--- src/rtl/cipher_pkg.sv ---
// Shared nibble-cipher definitions used by both the encryptor and decryptor sides:
// widths, token layout and the grey/thermometer/one-hot helpers.
package cipher_pkg;

   localparam int NIBBLE_W = 4;
   localparam int HEX_W    = 16;

   typedef struct packed {
      logic [HEX_W-1:0] hex;
      logic             key_err;
   } token_t;

   function automatic logic [NIBBLE_W-1:0] gray2bin(input logic [NIBBLE_W-1:0] g);
      logic [NIBBLE_W-1:0] t;
      t[3] = g[3];
      t[2] = t[3] ^ g[2];
      t[1] = t[2] ^ g[1];
      t[0] = t[1] ^ g[0];
      return t;
   endfunction

   function automatic logic [2:0] popcount4(input logic [NIBBLE_W-1:0] v);
      return {2'b00, v[0]} + {2'b00, v[1]} + {2'b00, v[2]} + {2'b00, v[3]};
   endfunction

   // Bit k of the result is set when the population count exceeds k.
   function automatic logic [NIBBLE_W-1:0] thermometer(input logic [2:0] pc);
      logic [NIBBLE_W-1:0] th;
      case (pc)
         3'd0:    th = 4'b0000;
         3'd1:    th = 4'b0001;
         3'd2:    th = 4'b0011;
         3'd3:    th = 4'b0111;
         default: th = 4'b1111;
      endcase
      return th;
   endfunction

   function automatic logic [HEX_W-1:0] onehot16(input logic [NIBBLE_W-1:0] idx);
      return 16'h0001 << idx;
   endfunction

endpackage

--- src/rtl/cipher_stream_decoder_if.sv ---
// Token handshake bundle for the decoder: encrypted-nibble input side and
// decoded one-hot output side.
interface cipher_stream_decoder_if;
   import cipher_pkg::*;

   logic [NIBBLE_W-1:0] public_key;
   logic                in_valid;
   logic                in_ready;
   logic [NIBBLE_W-1:0] in_data;
   logic [NIBBLE_W-1:0] in_key;
   logic                out_valid;
   logic                out_ready;
   logic [HEX_W-1:0]    out_hex;
   logic                out_key_err;

   modport master (
      output public_key, in_valid, in_data, in_key, out_ready,
      input  in_ready, out_valid, out_hex, out_key_err
   );

   modport slave (
      input  public_key, in_valid, in_data, in_key, out_ready,
      output in_ready, out_valid, out_hex, out_key_err
   );

endinterface

--- src/rtl/cipher_fifo.sv ---
// Synchronous FIFO with occupancy counter; full/empty come from the level so a
// push into a registered-full FIFO is refused even when a pop happens alongside.
module cipher_fifo #(
   parameter int W     = 16,
   parameter int DEPTH = 4
) (
   input  logic                       clk,
   input  logic                       rst,
   input  logic                       push,
   input  logic                       pop,
   input  logic [W-1:0]               wdata,
   output logic [W-1:0]               rdata,
   output logic                       full,
   output logic                       empty,
   output logic [$clog2(DEPTH+1)-1:0] level
);

   localparam int AW = $clog2(DEPTH);
   localparam int LW = $clog2(DEPTH+1);

   logic [W-1:0]  mem [DEPTH];
   logic [AW-1:0] wr_ptr;
   logic [AW-1:0] rd_ptr;
   logic          do_push;
   logic          do_pop;

   assign full    = (level == LW'(DEPTH));
   assign empty   = (level == '0);
   assign do_push = push && !full;
   assign do_pop  = pop && !empty;
   assign rdata   = mem[rd_ptr];

   always_ff @(posedge clk) begin
      if (do_push) begin
         mem[wr_ptr] <= wdata;
      end
   end

   // DEPTH is a power of two, so the pointers wrap naturally.
   always_ff @(posedge clk) begin
      if (rst) begin
         wr_ptr <= '0;
         rd_ptr <= '0;
         level  <= '0;
      end else begin
         if (do_push) wr_ptr <= wr_ptr + 1'b1;
         if (do_pop)  rd_ptr <= rd_ptr + 1'b1;
         case ({do_push, do_pop})
            2'b10:   level <= level + 1'b1;
            2'b01:   level <= level - 1'b1;
            default: level <= level;
         endcase
      end
   end

endmodule

--- src/rtl/cipher_stream_decoder.sv ---
// Receive-side nibble-cipher decryptor: decode into a stage-1 register, then an
// output FIFO. Key checking and the error counter exist only with CIPHER_KEY_CHECK_EN.
module cipher_stream_decoder
   import cipher_pkg::*;
#(
   parameter int DEPTH = 4,
   parameter int ERRW  = 8
) (
   input  logic                       clk,
   input  logic                       rst,
   cipher_stream_decoder_if.slave     bus,
   output logic [ERRW-1:0]            err_count,
   output logic [$clog2(DEPTH+1)-1:0] fifo_level
);

`ifdef CIPHER_KEY_CHECK_EN
   localparam int FW = HEX_W + 1;
`else
   localparam int FW = HEX_W;
`endif

   logic [NIBBLE_W-1:0] grey;
   logic [HEX_W-1:0]    dec_hex;
   logic [FW-1:0]       in_word;
   logic [FW-1:0]       s1_data;
   logic [FW-1:0]       head;
   logic                s1_valid;
   logic                fifo_full;
   logic                fifo_empty;
   logic                accept;
   logic                move;

   assign grey         = bus.in_data ^ bus.in_key ^ bus.public_key;
   assign dec_hex      = onehot16(~gray2bin(grey));
   assign bus.in_ready = !s1_valid || !fifo_full;
   assign accept       = bus.in_valid && bus.in_ready;
   assign move         = s1_valid && !fifo_full;
   assign bus.out_valid = !fifo_empty;

`ifdef CIPHER_KEY_CHECK_EN
   logic   key_err;
   token_t tok_in;
   token_t tok_head;

   assign key_err      = (bus.in_key != thermometer(popcount4(grey)));
   assign tok_in       = '{hex: dec_hex, key_err: key_err};
   assign in_word      = tok_in;
   assign tok_head     = token_t'(head);
   assign bus.out_hex     = fifo_empty ? '0 : tok_head.hex;
   assign bus.out_key_err = fifo_empty ? 1'b0 : tok_head.key_err;

   always_ff @(posedge clk) begin
      if (rst) begin
         err_count <= '0;
      end else if (accept && key_err && (err_count != '1)) begin
         err_count <= err_count + 1'b1;
      end
   end
`else
   assign in_word         = dec_hex;
   assign bus.out_hex     = fifo_empty ? '0 : head;
   assign bus.out_key_err = 1'b0;
   assign err_count       = '0;
`endif

   // Accepting only happens when stage 1 is empty or draining this cycle.
   always_ff @(posedge clk) begin
      if (rst) begin
         s1_valid <= 1'b0;
         s1_data  <= '0;
      end else if (accept) begin
         s1_valid <= 1'b1;
         s1_data  <= in_word;
      end else if (move) begin
         s1_valid <= 1'b0;
      end
   end

   cipher_fifo #(
      .W     (FW),
      .DEPTH (DEPTH)
   ) u_fifo (
      .clk   (clk),
      .rst   (rst),
      .push  (s1_valid),
      .pop   (bus.out_ready),
      .wdata (s1_data),
      .rdata (head),
      .full  (fifo_full),
      .empty (fifo_empty),
      .level (fifo_level)
   );

endmodule

--- src/flat_wrapper.sv ---
// flat-port wrapper written by rule: the top's interface ports become plain ports
module cipher_stream_decoder_flat import cipher_pkg::*;
#(
   parameter int DEPTH = 4,
   parameter int ERRW  = 8
)
  (clk, rst, err_count, fifo_level, bus_public_key, bus_in_valid, bus_in_data, bus_in_key, bus_out_ready, bus_in_ready, bus_out_valid, bus_out_hex, bus_out_key_err);
  cipher_stream_decoder_if bus_i ();
  input  logic clk;
  input  logic rst;
  output logic [ERRW-1:0] err_count;
  output logic [$clog2(DEPTH+1)-1:0] fifo_level;
  input wire logic [$bits(bus_i.public_key)-1:0] bus_public_key;
  input wire logic [$bits(bus_i.in_valid)-1:0] bus_in_valid;
  input wire logic [$bits(bus_i.in_data)-1:0] bus_in_data;
  input wire logic [$bits(bus_i.in_key)-1:0] bus_in_key;
  input wire logic [$bits(bus_i.out_ready)-1:0] bus_out_ready;
  output wire logic [$bits(bus_i.in_ready)-1:0] bus_in_ready;
  output wire logic [$bits(bus_i.out_valid)-1:0] bus_out_valid;
  output wire logic [$bits(bus_i.out_hex)-1:0] bus_out_hex;
  output wire logic [$bits(bus_i.out_key_err)-1:0] bus_out_key_err;
  assign bus_i.public_key = bus_public_key;
  assign bus_i.in_valid = bus_in_valid;
  assign bus_i.in_data = bus_in_data;
  assign bus_i.in_key = bus_in_key;
  assign bus_i.out_ready = bus_out_ready;
  assign bus_in_ready = bus_i.in_ready;
  assign bus_out_valid = bus_i.out_valid;
  assign bus_out_hex = bus_i.out_hex;
  assign bus_out_key_err = bus_i.out_key_err;
  cipher_stream_decoder #(.DEPTH(DEPTH), .ERRW(ERRW)) u_core (.clk(clk), .rst(rst), .bus(bus_i), .err_count(err_count), .fifo_level(fifo_level));
endmodule
--- config.mk ---
export PLATFORM = sky130hd
export DESIGN_NAME = cipher_stream_decoder_flat
export DESIGN_NICKNAME = d
export VERILOG_FILES = /design/src/rtl/cipher_pkg.sv /design/src/rtl/cipher_stream_decoder_if.sv /design/src/rtl/cipher_fifo.sv /design/src/rtl/cipher_stream_decoder.sv /design/src/flat_wrapper.sv
export SDC_FILE = /design/constraint.sdc
export NUM_CORES = 1
export LEC_CHECK = 0
export CORE_ASPECT_RATIO = 0.9
export CORE_MARGIN = 5
export CORE_UTILIZATION = 50
export CTS_BUF_LIST = sky130_fd_sc_hd__clkbuf_8 sky130_fd_sc_hd__clkbuf_16
export CTS_CLUSTER_DIAMETER = 30
export DETAILED_ROUTE_END_ITERATION = 8
export GPL_ROUTABILITY_DRIVEN = 0
export PLACE_DENSITY = 0.73
export RECOVER_POWER = 100
export SLEW_MARGIN = 20
export SYNTH_ARGS = -nofsm -noshare
export SYNTH_HDL_FRONTEND = slang
export SYNTH_HIERARCHICAL = 1
export SYNTH_SLANG_ARGS = --single-unit
--- constraint.sdc ---
create_clock -name clk -period 2.15 [get_ports clk]
set_input_delay 0.215 -clock clk [delete_from_list [all_inputs] [get_ports clk]]
set_output_delay 0.215 -clock clk [all_outputs]
set_load 0.005 [all_outputs]
# Word level (Yosys, flattened, before mapping)
# Memory sizes are Yosys's and may differ from the RTL's. A register that Yosys moved wholly into a read port is not among the register bits.
# Cells that the tools add are included.
# totals
mem_count,1
wordCells,38
input_bits,16
ff_bits,24
ramBits,64
output_inout_bits,30
# classes
n_reduce_logical,10
bitwise_logic,6
muxes,8
n_shift,1
n_addsub,4
eq_ne,3
# memory_table
memory,depth,width,rd,rd_ports_with_merged_regs,write_ports,line_no,rtl
u_core.u_fifo.mem,4,16,1,1,1,cipher_fifo.sv:21,logic [W-1:0] mem [DEPTH];
# op_table
cell,count
$mux 16,1
$shl 1x4->16 const A,1
$xor 4x4->4,2
$pmux 3 s2,1
$add 2x1->2 const B,2
$mux 1,4
$mux 2,2
$not 4->4,1
$reduce_bool 2->1,2
$add 3x1->3 const B,1
$eq 3x3->1 const B,1
$logic_and 1x1->1,3
$logic_not 1->1,3
$logic_not 3->1,1
$sub 3x1->3 const B,1
$xor 1x1->1,3
$eq 2x1->1 const B,1
$eq 2x2->1 const B,1
$logic_or 1x1->1,1

# Depth between registers and ports, before layout
# depth
depth_word,7
mapped_depth,9
ltp_nobuf,9

# Cells and area by module
# Netlist, hierarchy kept.
# by_module_without_submodules
module,seq_area_each_um2,area_per_inst_um2,n_inst,cells_each
cipher_fifo,2102.0,2821.5,1,138
cipher_stream_decoder,340.3,978.4,1,83

# Least setup slack after synthesis
# No wires, ideal clock.
# synth_timing
path_type,reg2reg
startpoint,register u_core.u_fifo.level[2]
endpoint,register u_core.u_fifo.level[2]
setup_ps,70
path_buffers,0
t_required_ps,2080
arrival_time_ps,2009
synth_period_minus_slack_ps,2079
path_stages_with_launch,10
path_slack_ps,71
cell_sequence,dfxtp_1 nor3b_2 nor2_1 inv_1 ha_1 inv_1 fa_1 xor2_1 or3_1 a21oi_1
# synth_between
elab_chain_len,5
word_cells_on_any_way,12
classes_between,add/sub: 2; eq/ne: 3; mux: 1; reduce/logical: 6
# synth_lines
item,line_no,rtl
"start, declared",cipher_fifo.sv:15,output logic [$clog2(DEPTH+1)-1:0] level
"start signal, assigned",cipher_fifo.sv:49,2'b10: level <= level + 1'b1;
"start signal, assigned",cipher_fifo.sv:50,2'b01: level <= level - 1'b1;
"start signal, assigned",cipher_fifo.sv:51,default: level <= level;
$eq 3x3->1 (*),cipher_fifo.sv:27,assign full = (level == LW'(DEPTH));
named net u_core.fifo_full,cipher_stream_decoder.sv:28,logic fifo_full;
$logic_not 1->1 (*),cipher_fifo.sv:29,assign do_push = push && !full;
$logic_and 1x1->1 (*),cipher_fifo.sv:29,
$eq 2x1->1 / $eq 2x2->1 (equally long branches),cipher_fifo.sv:48,"case ({do_push, do_pop})"
$pmux 3 s2 / $reduce_bool 2->1 (equally long branches),-,
# Mark *: on every way through the listed nets, which the timed path passes. The rest lies on a longest branch.
# A chain may end at the register's enable or synchronous reset.

==> impl_results.md <==
- Worst path slowest cell: mux4_2
- Status: finished clean
- Syn. warnings: 6
- Post-Syn Area per Cell: 17.2 um^2
- Placement Cell Area: 4300 um^2
- First-pass GRT wire length: 10.3 mm
- Worst skew pair latency: 350 ps
- Pin count of the biggest net entering global routing: 20
- Netlist cell types: 33
- Asr flop ratio synth: 0%
- Vias in the first global route: 1,949
- Final ANT Viol Nets: 0
- Die span in y: 92.7 um
- Max cap viols: 0
- Clk pwr share: 23.8%
- Maximum fanout along the worst path: 13
- HP Class: flop to flop
- Worst path cell trace: buf_12 > buf_12 > mux4_2 > nor2b_1 > dlygate4sd2_1
- Synthesized flop and latch total: 90
- Buffer levels on the longest clock path: 2
- Final Max Tran Viols: 0
- P_int: 3110 uW
- Crit path time final: 2060 ps
- Gr usage total: 14.7%
- # nets final: 295
- Top-count cell post-synth: edfxtp_1
- NetSw: 1210 uW
- Final Hold Fails: 0
- Clock Skews: 7.94 ps
- DR pass1 iterations: 4
- PortBufs: 36
- Initial antenna violation count: 0
- H-Tree Depth: 3
- Sequential share of the synthesized area: 64.3%
- Cell mode on critical path: buf_12
- Switching fraction of total power: 28.0%
- I/O Pins: 46
- Final instance area: 4430 um^2
- Total CTS buffers: 9
- Worst Setup EP: bus_out_hex[6]
- P per Cell Area: 974 nW/um^2
- Share of cells above drive strength 1: 15.8%
- Reg power frac: 46.9%
- Max Freq: 0.485 GHz
- DIE WIDTH: 102 um
- Req. time, crit path: 1930 ps
- Final core utilization: 59.3%
- Cells after synthesis: 221
- Comb power frac: 29.2%
- Wire per inst: 17.0 um
- Least-Margin Pin Slew: 866 ps
- Worst path arrival time: 1850 ps
- Ys flop type: edfxtp_1
- Worst Setup Path Type: flop to output port
- Slew headroom: 41.8%
- Hold_sp: u_core/u_fifo/rd_ptr[1]
- Die Area: 9450 um^2
- Most common library cells after synthesis: 64 x edfxtp_1, 26 x dfxtp_1, 16 x a22o_1, 16 x nor2b_1, 11 x nor2_1
- DR iter-0 viols: 102
- Synth Cell Area: 3800 um^2
- DRC Markers: 0
- Yosys top cell area share: 50.6%
- Max VDD drop: 576 uV
- Row count: 30
- Worst reg-to-reg path cell count: 9
- Reg2reg setup slack: 140 ps
- CTS tree: yes
- Core Area: 7470 um^2
- Max incr delay on CP: 470 ps
- N_diodes: 0
- RSZ-0062 raised after global routing: false
- Grt ovf: 0
- Area Growth Syn to Fin: 16.6%
- Number of flops mapped to enable cells by yosys: 64
- Starting Density: 50.9%
- Nature of the critical path startpoint: flop
- End of the worst register-to-register path: u_core/u_fifo/level[2]
- Detail Placement HPWL: 4.16 mm
- DR vias/cell: 5.22
- CTS Sinks: 90
- Origin of the critical flop-to-flop path: u_core/u_fifo/level[0]
- Clock slew at reported path FFs: 80 ps
- Synth area leader: edfxtp_1
- Final setup viols: 0
- Clock Root Buffer: clkbuf_8
- Crit end category: output port
- Vias: 1,954
- Final WL: 6.35 mm
- Fin crit share: 95.9%
- Top post-synthesis cells by area: edfxtp_1 51%, dfxtp_1 14%, mux4_2 5.9%
- Standby leakage power: 0.00167 uW
-- cells in the final DEF, fill, tap and decap left out, types with 4 or more instances in the layout --
cell type / instances
clkdlybuf4s50_1: 16
ha_1: 4
xor3_1: 4
a22o_1: 16
clkbuf_2: 4
edfxtp_1: 64
mux4_1: 5
clkbuf_8: 10
a21oi_1: 6
dlygate4sd3_1: 4
conb_1: 9
inv_1: 10
mux4_2: 11
dfxtp_1: 23
dlygate4sd2_1: 16
buf_4: 4
nor2b_1: 16
nor2_1: 11
-- layer usage --
metal	global-route usage [%]	vias to the layer above	share of wire, %	wire, um
met1	19.8	955	44	2790
met4	8.52	0	1.7	109
met5	0	-	0	0
li1	-	928	-	-
met3	2.03	9	5.9	372
met2	22.8	62	49	3090
-- flip-flops by register name (all words and copies together), names as in the netlist, named ones only --
register	count
u_core/u_fifo/mem	64
u_core/s1_data	16
u_core/u_fifo/level	3
u_core/u_fifo/rd_ptr	2
u_core/u_fifo/wr_ptr	2
u_core/s1_valid	1
-- kinds of logic (layout without fill, tap and decap cells) --
kind of cell | count (synthesis) | in the layout | synth area share, %
XOR/XNOR | 11 | 11 | 5.60
AND/OR/NAND/NOR | 44 | 44 | 8.10
other | 1 | 9 | 0.0987
AO/OA/AOI/OAI | 27 | 27 | 5.33
adder cells (fa/ha/maj) | 6 | 6 | 2.17
multiplexers | 17 | 17 | 10.3
buffers and inverters | 25 | 74 | 4.08
flip-flops | 90 | 90 | 64.3
-- worst min path at each step --
stage | cells past startpoint | slack (ps) | to
after floorplan | 1 | 290 | u_core/s1_valid
after global placement | 2 | 470 | flop
after detailed placement | 2 | 490 | u_core/u_fifo/rd_ptr[1]
after CTS | 2 | 500 | flop
after global routing | 0 | 530 | u_core/u_fifo/mem[1][2]
final | 2 | 500 | flop
-- worst max-delay path: cells and delay by family, from the launching register on --
kind | cells | cell delay, ps
muxes | 1 | 470
DFF | 1 | 350
and+or+nand+nor | 1 | 130
buffers and inverters | 3 | 550
-- stage by stage --
stage	setup TNS, ps	hold slack [ps]	power (uW)	cells	worst slack (ps)
floorplan	0	287	2830	229	71.3
global placement	0	467	3410	357	66.2
detailed placement	-4.70	491	3430	357	-4.70
CTS	0	504	4390	374	50.1
global route	0	533	4550	374	8.78
finish	0	500	4320	374	87.2
-- power groups by stage --
| stage | Clock (uW) | Combinational (uW) | Sequential (uW) |
|---|---|---|---|
| 6_report | 1030 | 1260 | 2030 |
| 5_1_grt | 1120 | 1390 | 2040 |
| 4_1_cts | 1060 | 1310 | 2020 |
| 3_5_place_dp | 0 | 1370 | 2060 |
| 3_3_place_gp | 0 | 1360 | 2050 |
| 2_1_floorplan | 0 | 787 | 2040 |
-- repair_timing --
item / in CTS / in global routing
endpoints found under the setup margin: 16 / 1
endpoints found under the hold margin: 0 / 0
setup buffers: 1 / 0
gates resized for setup: 18 / 5
hold buffers: 0 / 0
-- final cells by class --
class / count / area (um^2)
Fill cell: 566 / 3040
Sequential cell: 90 / 2450
Multi-Input combinational cell: 114 / 1210
Timing Repair Buffer: 49 / 442
Clock buffer: 10 / 138
Tap cell: 96 / 120
Clock inverter: 6 / 42.5
Inverter: 9 / 33.8
Power figures use the tool's default switching activity.
==> edit, RTL diff (config.mk and constraints unchanged) <==
`DEPTH` is set to 4 in 3 places; all go to 2.
--- a/src/rtl/cipher_fifo.sv
+++ b/src/rtl/cipher_fifo.sv
@@ -2,7 +2,7 @@
 // push into a registered-full FIFO is refused even when a pop happens alongside.
 module cipher_fifo #(
    parameter int W     = 16,
-   parameter int DEPTH = 4
+   parameter int DEPTH = 2
 ) (
    input  logic                       clk,
    input  logic                       rst,
--- a/src/rtl/cipher_stream_decoder.sv
+++ b/src/rtl/cipher_stream_decoder.sv
@@ -3,7 +3,7 @@
 module cipher_stream_decoder
    import cipher_pkg::*;
 #(
-   parameter int DEPTH = 4,
+   parameter int DEPTH = 2,
    parameter int ERRW  = 8
 ) (
    input  logic                       clk,
--- a/src/flat_wrapper.sv
+++ b/src/flat_wrapper.sv
@@ -1,7 +1,7 @@
 // flat-port wrapper written by rule: the top's interface ports become plain ports
 module cipher_stream_decoder_flat import cipher_pkg::*;
 #(
-   parameter int DEPTH = 4,
+   parameter int DEPTH = 2,
    parameter int ERRW  = 8
 )
   (clk, rst, err_count, fifo_level, bus_public_key, bus_in_valid, bus_in_data, bus_in_key, bus_out_ready, bus_in_ready, bus_out_valid, bus_out_hex, bus_out_key_err);
Ports: changed (resized fifo_level); port bits go from 46 to 45. The function was not compared with the original's and may differ.
==> edit against the unedited design <==
Sequential cell count decreased by 36. Final area decreased by 36%. Combinational power decreased by 29%. Power decreased by 39%. Non-clock buffer count decreased by 9. Area after synthesis decreased by 38%. Setup slack improved by 40 ps. Wire length decreased by 34%. Via count decreased by 31%. Largest power group unchanged. Sequential share of layout area decreased by 6.0 points. Register-to-register slack improved by 130 ps.
==> edit: results (changes against the unedited design) <==
status finished, final reports clean; vias in the first global route 1409 (-28%); Setup TNS Final 0 ps (unchanged); drt first pass iters 4 (unchanged); post-CTS setup buffers 0 (-1); CTS Buffer Depth 2 (unchanged); largest net degree at the start of global routing 18 (-10%); peak supply drop 0.0006561 V (+14%); ys async rst share 0% (unchanged); H-tree Lvls 2 (-1); Final HPWL DP 3.107 mm (-25%); initial DRC count 100 (-2.0%); Routed wire per std cell 16.01 um (-5.8%); Pleak 1.080 nW (-35%); layout cell share with drive strength beyond 1 14.43% (-1.4 points); critical-path maximum fanout 16 (+3); Num CTS Buffers 5 (-4); max-slew violations 0 (unchanged); number of synthesized flops with an enable pin 32 (-50%); Clock Latency Late Sink 300 ps (-50 ps); Seq/Total Area, Yosys 59.54% (-4.7 points); critical path arrival 1810 ps (-40 ps); overall routing resource usage 14.96% (+0.27 points); Largest regs u_core/u_fifo/mem (32), u_core/s1_data (16), u_core/u_fifo/level (2); nets 218 (-26%); initial antenna violation count 0 (unchanged); placed standard-cell area 2763 um^2 (-36%); clock-pin transition on the worst setup and hold timing paths 80 ps (about the same); Root Driver clkbuf_8; Slew @ Worst Pin 767.1 ps (-98.46 ps); Fill cells 349 (-38%); first-pass GRT wire length 6.789 mm (-34%); synth unique cells 28 (-15%); pre-CTS setup slack 40.65 ps (+45.35 ps); Syn. warnings 6 (unchanged); ANT cells 0 (unchanged); Final Skew 6.931 ps (-1.007 ps); CP max-delay cell clkdlybuf4s50_1; port bufs 35 (-2.8%); synth top area cells edfxtp_1 41%, dfxtp_1 19%, a22o_1 6.0%; slowest cell delay on critical path 460 ps; Hold Crit Class reg -> reg; via count 1340 (-31%); synth cell count leaders 32 x edfxtp_1, 22 x dfxtp_1, 16 x a22o_1, 16 x nor2b_1
==> edit: cell count changes after synthesis, moves of 4 or more <==
cell,before,now
mux4_2,10,0
mux4_1,6,0
inv_1,9,3
ha_1,5,1
edfxtp_1,64,32
dfxtp_1,26,22
and2_1,4,0
mux2_1,0,7
mux2_2,0,9
==> edit: worst paths after layout <==
path | from | end | slack, ps | cells past startpoint
worst max register to register | u_core/u_fifo/level[0]$_SDFFE_PP0P_ | u_core/u_fifo/mem[0][14]$_DFFE_PP_ | 270 | 5
worst min-delay path | u_core/s1_data[13]$_SDFFE_PP0P_ | u_core/u_fifo/mem[1][13]$_DFFE_PP_ | 470 | 0
worst min register to register | u_core/s1_data[13]$_SDFFE_PP0P_ | u_core/u_fifo/mem[1][13]$_DFFE_PP_ | 470 | 0
worst max-delay path | register | bus_out_hex[11] | 130 | 4
==> edit: power breakdown <==
| group | internal (mW) | switching (mW) | total, mW |
|---|---|---|---|
| Sequential | 1.18 | 0.0563 | 1.24 |
| Combinational | 0.504 | 0.396 | 0.900 |
| Clock | 0.219 | 0.296 | 0.515 |
==> edit: kinds of logic (layout without fill, tap and decap cells) <==
kind of cell             Yosys count  after routing  synth area share (%)
AND/OR/NAND/NOR                   35             35                 10.79
other                              1              9                0.1593
XOR/XNOR                          11             11                 9.038
adder cells (fa/ha/maj)            1              1                0.5315
AO/OA/AOI/OAI                     24             24                 7.974
buffers and inverters             17             51                 4.305
multiplexers                      16             16                 7.656
flip-flops                        54             54                 59.54
==> edit: per-stage QoR <==
| step | cells | util [%] |
|---|---|---|
| after CTS | 263 | 62.95 |
| after floorplan | 167 | - |
| after global routing | 263 | 62.95 |
| after global placement | 256 | 61.15 |
| final | 263 | 62.95 |
| after detailed placement | 256 | 61.15 |
==> edit: final cells by class <==
cell class,instances,area [um^2],area share [%]
well taps,62,77.57,2.728
clock buffers,5,68.82,2.420
repair buffers,40,379.1,13.33
inverters,4,15.01,0.5279
clock inverters,2,10.01,0.3520
flip-flops and latches,54,1401,49.27
multi-input cells,96,892.1,31.37
==> edit: what timing repair did <==
item | 4_1_cts | 5_1_grt
setup endpoints to repair | 17 | 17
resized for setup | 1 | 1
endpoints found under the hold margin | 0 | 0
==> edit: critical path: cells and delay by family, from the launching register on <==
kind                   cells  cell delay (ps)
multiplexers               1              360
flip-flops                 1              310
buffers and inverters      2              700
AND/OR/NAND/NOR            1              140
==> edit: per-layer routing <==
layer  vias to the layer above  global-route usage, %  routed length [um]
met3                         4                  4.306                 195
met2                        36                  26.69                2191
li1                        649                      -                   -
met4                         0                  4.428                  27
met5                         -                      0                   0
met1                       651                  17.49                1795
